File: src/rtl/strobe_rx_arb_pkg.sv
// Shared constants and elaboration helpers for the toggle-strobe receive arbiter.
package strobe_rx_arb_pkg;

   localparam int STAGES_MIN = 2;

   function automatic int clog2(input int value);
      int r;
      r = 0;
      for (int i = 0; i < 31; i++) begin
         if ((1 << i) < value) r = i + 1;
      end
      return r;
   endfunction

endpackage

File: src/rtl/toggle_sync.sv
// Per-channel toggle synchroniser: a sync chain plus one history flop. A level
// change on the synchronised toggle becomes a one-cycle event once primed.
module toggle_sync
   import strobe_rx_arb_pkg::*;
#(
   parameter int STAGES = 2
) (
   input  logic clk,
   input  logic reset_n,
   input  logic primed,
   input  logic toggle_in,
   output logic event_o
);
   localparam int DEPTH = (STAGES < STAGES_MIN) ? STAGES_MIN : STAGES;

   logic [DEPTH-1:0] sync_q, sync_d;
   logic             hist_q, hist_d;

   always_comb begin
      // NOTE: every combinational output is assigned on every path, so no latch is inferred.
      sync_d  = {sync_q[DEPTH-2:0], toggle_in};
      hist_d  = sync_q[DEPTH-1];
      event_o = primed & (sync_q[DEPTH-1] ^ hist_q);
   end

   always_ff @(posedge clk or negedge reset_n) begin
      // NOTE: non-blocking assignments so every flop samples pre-edge values.
      if (!reset_n) begin
         sync_q <= '0;
         hist_q <= 1'b0;
      end else begin
         sync_q <= sync_d;
         hist_q <= hist_d;
      end
   end
endmodule

File: src/rtl/strobe_rx_arb.sv
// Receives per-channel toggle strobes with payload, holds one pending event per
// channel and presents them round-robin on a valid/ready port with overrun flags.
module strobe_rx_arb
   import strobe_rx_arb_pkg::*;
#(
   parameter  int CHANNELS = 4,
   parameter  int WIDTH    = 8,
   parameter  int STAGES   = 2,
   localparam int CW       = (clog2(CHANNELS) > 1) ? clog2(CHANNELS) : 1
) (
   input  logic                      clk,
   input  logic                      reset_n,
   input  logic [CHANNELS-1:0]       toggle_in,
   input  logic [CHANNELS*WIDTH-1:0] data_in,
   output logic                      out_valid,
   input  logic                      out_ready,
   output logic [CW-1:0]             out_chan,
   output logic [WIDTH-1:0]          out_data,
   output logic [CHANNELS-1:0]       overrun,
   input  logic                      ovr_clr
);
   localparam int DEPTH     = (STAGES < STAGES_MIN) ? STAGES_MIN : STAGES;
   localparam int PRIME_LEN = DEPTH + 1;
   localparam int PW        = clog2(PRIME_LEN + 1);

   logic [PW-1:0]       prime_cnt_q, prime_cnt_d;
   logic                primed;
   logic [CHANNELS-1:0] evt;
   logic [CHANNELS-1:0] pending_q, pending_d;
   logic [CHANNELS-1:0] overrun_q, overrun_d;
   logic [WIDTH-1:0]    hold_q [CHANNELS];
   logic [WIDTH-1:0]    hold_d [CHANNELS];
   logic [CW-1:0]       last_grant_q, last_grant_d;
   logic [CW-1:0]       grant;
   logic                accept;

   assign primed      = (prime_cnt_q == PW'(PRIME_LEN));
   assign prime_cnt_d = primed ? prime_cnt_q : prime_cnt_q + 1'b1;

   for (genvar c = 0; c < CHANNELS; c++) begin : g_chan
      toggle_sync #(.STAGES(DEPTH)) u_sync (
         .clk       (clk),
         .reset_n   (reset_n),
         .primed    (primed),
         .toggle_in (toggle_in[c]),
         .event_o   (evt[c])
      );
   end

   // Walk downward so the channel closest after last_grant is the one that sticks.
   always_comb begin
      int            idx;
      logic [CW-1:0] sel;
      idx   = 0;
      sel   = '0;
      grant = '0;
      for (int i = CHANNELS - 1; i >= 0; i--) begin
         idx = int'(last_grant_q) + 1 + i;
         if (idx >= CHANNELS) idx = idx - CHANNELS;
         sel = CW'(idx);
         if (pending_q[sel]) grant = sel;
      end
   end

   assign out_valid = |pending_q;
   assign out_chan  = grant;
   assign out_data  = hold_q[grant];
   assign overrun   = overrun_q;
   assign accept    = out_valid & out_ready;

   // A new event always wins over a same-cycle acceptance of the same channel.
   always_comb begin
      pending_d    = pending_q;
      overrun_d    = ovr_clr ? '0 : overrun_q;
      hold_d       = hold_q;
      last_grant_d = last_grant_q;
      if (accept) begin
         pending_d[grant] = 1'b0;
         last_grant_d     = grant;
      end
      for (int c = 0; c < CHANNELS; c++) begin
         if (evt[c]) begin
            if (pending_q[c] && !(accept && int'(grant) == c)) overrun_d[c] = 1'b1;
            pending_d[c] = 1'b1;
            hold_d[c]    = data_in[c*WIDTH +: WIDTH];
         end
      end
   end

   always_ff @(posedge clk or negedge reset_n) begin
      if (!reset_n) begin
         prime_cnt_q  <= '0;
         pending_q    <= '0;
         overrun_q    <= '0;
         last_grant_q <= CW'(CHANNELS - 1);
         // NOTE: hold is a small flop array, so it is reset with the rest and out_data is never X.
         for (int c = 0; c < CHANNELS; c++) hold_q[c] <= '0;
      end else begin
         prime_cnt_q  <= prime_cnt_d;
         pending_q    <= pending_d;
         overrun_q    <= overrun_d;
         last_grant_q <= last_grant_d;
         hold_q       <= hold_d;
      end
   end
endmodule

File: config.mk
export PLATFORM = sky130hd
export DESIGN_NAME = strobe_rx_arb
export DESIGN_NICKNAME = d
export VERILOG_FILES = /design/src/rtl/strobe_rx_arb_pkg.sv /design/src/rtl/toggle_sync.sv /design/src/rtl/strobe_rx_arb.sv
export SDC_FILE = /design/constraint.sdc
export NUM_CORES = 1
export LEC_CHECK = 0
export BUFFER_PORTS_ARGS = -buffer_cell sky130_fd_sc_hd__buf_2
export CORE_ASPECT_RATIO = 1.4
export CORE_UTILIZATION = 55
export CTS_CLUSTER_DIAMETER = 80
export DETAILED_ROUTE_END_ITERATION = 7
export PLACE_DENSITY = 0.87
export SYNTH_ARGS = -nofsm -noshare
export SYNTH_HDL_FRONTEND = slang
export SYNTH_SLANG_ARGS = --single-unit
File: constraint.sdc
create_clock -name clk -period 3.8 [get_ports clk]
set_input_delay 0.19 -clock clk [delete_from_list [all_inputs] [get_ports clk]]
set_output_delay 0.19 -clock clk [all_outputs]
set_load 0.02 [all_outputs]
==> metrics.yaml, run 1 <==
fill_cells: 301
yosysWarningCount: 0
antenna_found_initial: 0
p_sw_mw: 0.829
async_reset_ff_share_pct: 100
cap_violations: 0
wl_per_cell_um: 16.2
die_y_um: 79.5
port_buffers: 54
clkPwrFrac_pct: 15.7
crit_path_start_kind: "flop"
pwr-share-comb_pct: 46.7
ant_nets: 0
seq_area_frac_synth_pct: 59.5
slew_headroom_pct: 60.8
synthTopCellsByArea: "dfrtp_1, mux2_2, mux2i_1"
clock_path_buffers: 2
start_util_pct: 58.7
seq_power_share_pct: 37.6
fin_skew_ns: 0.0119
synth_area_sq_mm: 0.00236
hold_class: "input pin to flop"
nets: 272
yosys_register_bits: 56
area_growth_pct: 19.1
hold_violations: 0
routed_wl_mm: 4.45
p_per_area_mw_per_mm2: 742
gp_congestion: 0.884
p_sw_share_pct: 39.7
syn_inst: 167
synth_edf_count: 0
die_area_sq_mm: 0.00456
drc: 8
cellLeakagePower_nw: 1.37
drt_iter0_markers: 89
yosysUniqueCellTypes: 29
htree_num_levels: 2
setup_viol_count_final: 0
end_kind: "primary output"
total_power_mw: 2.09
dr.pass1.iters: 7
cts-root-buf: "clkbuf_8"
dr_total_vias: 1541
synth.top_cell.area_share_pct: 57.3
outcome: "complete, but fails checks"
post-route-period-util_pct: 70.9
synthFlopType: "dfrtp_1"
violations: "DRC"
vdd_drop_max_mv: 0.382
cp.required_ns: 3.61
crit_type: "flop to primary output"
vias_per_cell: 5.60
finalSetupTns_ns: 0
clkLatencyLatePin_ns: 0.30
hpwl_mm: 3.25
std_cell_rows: 27
cts_tree: "built"
cts_buffers: 5
finalInstanceArea_sq_mm: 0.00281
ios: 55
n_antenna_cell: 0
grt_max_degree: 31
grt_pass1_vias: 1594
rsz0062_at_grt: "false"
period_needed_ns: 2.69
grt.total_usage_pct: 22.0
syn-num-nets: 208
syn_area_per_cell_sq_um: 14.1
p_int_mw: 1.26
path_clk_slew_ns: 0.10
core_area_sq_mm: 0.00402
synth_top_area_cell: "dfrtp_1"
r2r_slack_ns: 1.80
arrival_ns: 2.50
die_w_um: 57.4
post-route-util_pct: 69.9
finalMaxSlewViolations: 0
place_area_sq_mm: 0.00267
grt_overflow: 0
cts_sinks: 56
path_max_fanout: 10
timing.fmax_mhz: 371
grt_pass1_wl_mm: 7.34
worst_pin_slew_ns: 0.588
final_layout_size_suffix_gt1_share_pct: 44.0
==> final cells by class <==
type                    instances  area (sq um)  area share, %
flip-flops and latches         56          1400           49.9
multi-input cells              97           890           31.6
repair buffers                 60           328           11.7
clock buffers                   6          82.6           2.94
well taps                      43          53.8           1.91
inverters                      11          43.8           1.56
clock inverters                 2          10.0          0.356
==> what timing repair did <==
action                    CTS  global route
hold buffers                5             0
setup buffers               0             0
gates resized for setup     0             0
hold endpoints to repair   30             0
==> flip-flops by register name, summed over array words and instances (netlist names) <==
signal                flops
overrun                   4
g_chan.u_sync.hist_q      4
last_grant_q              2
g_chan.u_sync.sync_q      8
pending_q                 4
hold_q                   32
prime_cnt_q               2
==> critical path: stages (launching register included) <==
cell       delay [ns]
dfstp_2          0.60
mux2i_1          0.21
a2bb2oi_1        0.35
and2_1           0.57
mux2i_1          0.28
buf_2            0.19
==> per-layer routing <==
layer	global-route usage [%]	share of wire, %	up-vias
li1	-	-	722
met1	24.8	39	767
met2	37.7	53	40
met3	3.73	3.2	12
met4	14.9	4.1	0
met5	0	0	-
==> synth_stat cells, types with 2 or more instances <==
cell type / number
a21oi_1: 2
dfrtp_1: 54
dfstp_2: 2
inv_1: 10
mux2_2: 33
mux2i_1: 25
nand2_1: 10
nor2b_1: 2
o21ai_0: 4
o22ai_1: 2
o32ai_1: 2
xor2_1: 4
==> stage by stage <==
step                setup WS (ns)  instances  hold slack (ns)
CTS                          1.12        275            0.104
floorplan                    1.80        167           -0.106
global placement             1.57        262            0.208
finish                       1.11        275            0.110
global route                0.992        275           0.0961
detailed placement           1.49        262            0.221
==> logic make-up (layout without fill, tap and decap cells) <==
family	count (synthesis)	count (layout)	share of synthesized area [%]
xor gates and xnor gates	5	5	1.86
and+or+nand+nor	16	16	3.34
adders and majority gates	1	1	0.530
buffers and inverters	14	79	2.81
DFF	56	56	59.5
muxes	58	58	26.4
AOI/OAI and AO/OA	17	17	5.62
==> power by group through the flow <==
stage          clock [mW]  combinational [mW]  sequential, mW
6_report            0.328               0.975           0.784
5_1_grt             0.363                1.05           0.799
4_1_cts             0.336               0.981           0.783
3_5_place_dp            0               0.975           0.795
3_3_place_gp            0               0.955           0.789
2_1_floorplan           0               0.709           0.802
==> cell usage in the layout, fill, tap and decap left out, drive strengths merged, types with 2 or more instances in the layout <==
cell type,Yosys,layout
dfrtp,54,54
buf,2,55
dfstp,2,2
a21oi,2,2
o32ai,2,2
dlygate4sd3,0,5
o22ai,2,2
nand2,10,10
o21ai,4,4
clkinv,0,2
mux2,33,33
xor2,4,4
inv,11,11
nor2b,2,2
mux2i,25,25
clkbuf,1,6
==> final timing paths <==
check                                      startpoint                    endpoint  depth (start not counted)
min in group asynchronous                     reset_n                   hold_q[1]                          2
setup reg to reg                      last_grant_q[1]             last_grant_q[0]                          4
hold reg to reg            g_chan[3].u_sync.sync_q[0]  g_chan[3].u_sync.sync_q[1]                          0
setup / recovery                      last_grant_q[1]                 out_data[2]                          5
max in group asynchronous                     reset_n             last_grant_q[0]                          3
hold / removal                            data_in[17]                   hold_q[9]                          2
Note: power is estimated with default switching activity, not from simulation.
==> run 2: changes to the inputs <==
--- a/config.mk
+++ b/config.mk
@@ -5,12 +5,13 @@
 export SDC_FILE = /design/constraint.sdc
 export NUM_CORES = 1
 export LEC_CHECK = 0
+export ABC_AREA = 1
 export BUFFER_PORTS_ARGS = -buffer_cell sky130_fd_sc_hd__buf_2
 export CORE_ASPECT_RATIO = 1.4
-export CORE_UTILIZATION = 55
+export CORE_UTILIZATION = 49
 export CTS_CLUSTER_DIAMETER = 80
 export DETAILED_ROUTE_END_ITERATION = 7
-export PLACE_DENSITY = 0.87
+export PLACE_DENSITY = 0.82
 export SYNTH_ARGS = -nofsm -noshare
 export SYNTH_HDL_FRONTEND = slang
 export SYNTH_SLANG_ARGS = --single-unit
==> constraint.sdc (replaced) <==
create_clock -name clk -period 2.21 [get_ports clk]
set_input_delay 0.1105 -clock clk [delete_from_list [all_inputs] [get_ports clk]]
set_output_delay 0.1105 -clock clk [all_outputs]
set_load 0.02 [all_outputs]
==> run 2 against run 1 <==
The flow finishes with violations (setup timing); worst hold slack worse by 0.11 ns; largest power group unchanged; count of clock-buffer cells in the layout is 1 lower; die area is 25% higher; core utilization is 3.0 points lower; clock power is 64% higher; sequential share of layout area is 9.6 points lower; synthesized cell count is 110% higher.
==> metrics.yaml, run 2 <==
grt_overflow: 0
clkLatencyLatePin_ns: 0.31
cp.required_ns: 2.10
use_met1_pct: 29.6
drc: 0
yosysUniqueCellTypes: 25
setup_ws_ns: -0.190
grt_busiest_layer: "met2"
worst_pin_slew_ns: 0.645
crit_end: "out_data[6]"
largest_reg_flops: 32
rsz0062_at_grt: "true"
dr.pass1.iters: 4
use_met2_pct: 44.0
setup_viol_count_final: 8
area_growth_pct: 31.6
cts_buffers: 5
gp_congestion: 0.917
r2r_slack_ns: 0.24
yosys_register_bits: 56
layout_commonest_cell: "nand2_1"
start_util_pct: 50.8
crit_slowest_cell: "dfstp_2"
fill_cells: 449
n_antenna_cell: 0
path_clk_slew_ns: 0.10
cts_sinks: 56
total_power_mw: 5.83
synth_top_area_cell: "dfrtp_1"
port_buffers: 54
ios: 55
grt.total_usage_pct: 25.2
synth_area_sq_mm: 0.00264
cellLeakagePower_nw: 1.95
synthFlopType: "dfrtp_1"
yosysMostFrequentCell: "nand2_1"
cp-startpoint: "last_grant_q[0]"
hold_depth: 3
hold_class: "input pin to flop"
ff2ff_path_depth: 14
die_area_sq_mm: 0.00569
end_kind: "primary output"
yosys-top-cells-count: "nand2_1, dfrtp_1, inv_1, o21ai_0, nor2_1"
r2r-end: "overrun[2]"
yosysWarningCount: 0
async_reset_ff_share_pct: 100
timing.rr.start: "last_grant_q[0]"
htree_num_levels: 2
grt_pass1_vias: 2369
cap_violations: 0
cpMostUsedCell: "nand2_1"
grt_pass1_wl_mm: 10.7
hpwl_mm: 4.44
mostFrequentLayoutCells: "nand2_1, dfrtp_1, buf_2"
crit_type: "flop to primary output"
reg_top3: "hold_q (32), g_chan.u_sync.sync_q (8)"
post-route-period-util_pct: 109
finalMaxSlewViolations: 0
syn_inst: 344
met3_usage_pct: 3.61
p_per_area_mw_per_mm2: 1680
path_max_fanout: 8
slew_headroom_pct: 57.0
dr_total_vias: 2437
violations: "setup timing"
ant_nets: 0
nets: 466
std_cell_rows: 31
vias_per_cell: 4.95
synth.top_cell.area_share_pct: 51.2
syn_area_per_cell_sq_um: 7.68
synth_edf_count: 0
vdd_drop_max_mv: 1.57
clock_path_buffers: 2
cts_tree: "built"
die_w_um: 64.1
outcome: "complete, but fails checks"
arrival_ns: 2.29
routed_wl_mm: 6.52
crit_path_start_kind: "flop"
final_layout_size_suffix_gt1_share_pct: 30.0
timing.fmax_mhz: 417
synthTopCellsByArea: "dfrtp_1, nand2_1, o21ai_0"
syn-num-nets: 385
cp_slowest_stage_delay_ns: 0.62
fin_skew_ns: 0.00952
period_needed_ns: 2.40
drt_iter0_markers: 137
die_y_um: 88.9
wl_per_cell_um: 13.3
cts-root-buf: "clkbuf_8"
grt_max_degree: 31
antenna_found_initial: 0
seq_area_frac_synth_pct: 53.2
largest-register: "hold_q"
hold_violations: 0
core_area_sq_mm: 0.00520
path_cells: "buf_6, nand2_2, nand2_2, nand2_1, nand2_1, nand2_1, nand2_1, nand2_2, nand2_4, buf_12, inv_8, nand2_1, nand2_1, nand2_1, nand2_1, buf_6"
post-place-ws_ns: 0.160
==> run 2: changes by cell type in the layout (fill, tap and decap cells not counted), moves of 8 or more <==
cell     change
buf_6       +10
mux2_2      -33
buf_2       -10
mux2i_1     -25
inv_1       +10
nor2_1       +8
nand2_1    +170
buf_4       +13
o21ai_1      +8
nand2_2     +19
==> run 2: how the worst min path moves through the flow <==
| stage | start | endpoint | slack (ns) |
|---|---|---|---|
| 4_1_cts | data_in[22] | hold_q[14] | 0.001 |
| 6_report | data_in[18] | hold_q[10] | 0.003 |
| 5_1_grt | data_in[18] | hold_q[10] | 0.01 |
| 2_1_floorplan | reset_n | g_chan[0].u_sync.hist_q | -0.19 |
| 3_3_place_gp | reset_n | hold_q[30] | 0.16 |
| 3_5_place_dp | reset_n | hold_q[30] | 0.17 |
==> run 2: routing by layer <==
metal | routed length, um | vias to the layer above
li1 | - | 1205
met3 | 263 | 21
met5 | 0 | -
met4 | 277 | 0
met1 | 2560 | 1134
met2 | 3420 | 77
==> run 2: where the power goes <==
part	internal, mW	switching, mW	leakage [nW]	total, mW
logic	1.72	2.23	1.25	3.95
registers	1.20	0.137	0.646	1.34
clock network	0.221	0.317	0.0479	0.538
total	3.14	2.68	1.95	5.83
==> run 2: logic make-up after synthesis <==
kind of cell | after synthesis | share of synthesized area [%]
adders and majority gates | 1 | 0.474
buffers and inverters | 37 | 6.49
and+or+nand+nor | 228 | 35.3
xor gates and xnor gates | 1 | 0.332
AOI/OAI and AO/OA | 21 | 4.26
DFF | 56 | 53.2
==> run 2: worst max-delay path: cells and delay by family (launching register included) <==
kind,cells,cell delay [ns]
AND/OR/NAND/NOR,12,0.88
buffers and inverters,4,0.49
flip-flops,1,0.62
==> run 2: final cells by class <==
type | instances | area [sq um] | area share (%)
Inverter | 30 | 130 | 3.74
Sequential cell | 56 | 1400 | 40.4
Timing Repair Buffer | 81 | 623 | 17.9
Tap cell | 66 | 82.6 | 2.37
Clock inverter | 3 | 18.8 | 0.540
Clock buffer | 5 | 68.8 | 1.98
Multi-Input combinational cell | 251 | 1150 | 33.1
==> run 2: repair_timing <==
action / 4_1_cts / 5_1_grt
setup buffers: 7 / 2
cloned: 2 / 0
pin swaps: 12 / 9
resized for setup: 50 / 16
hold buffers: 9 / 0
setup endpoints to repair: 8 / 10
endpoints found under the hold margin: 34 / 0
==> run 2: metrics by stage <==
step	TNS (ns)	std cells	cell area, sq um	hold slack [ns]	utilization, %
global placement	0	464	3000	0.162	57.8
detailed placement	0	464	3000	0.174	57.8
finish	-1.26	492	3480	0.00306	66.9
global route	-2.56	492	3480	0.0134	66.9
CTS	-0.870	490	3410	0.00102	65.6
floorplan	0	344	2640	-0.185	-
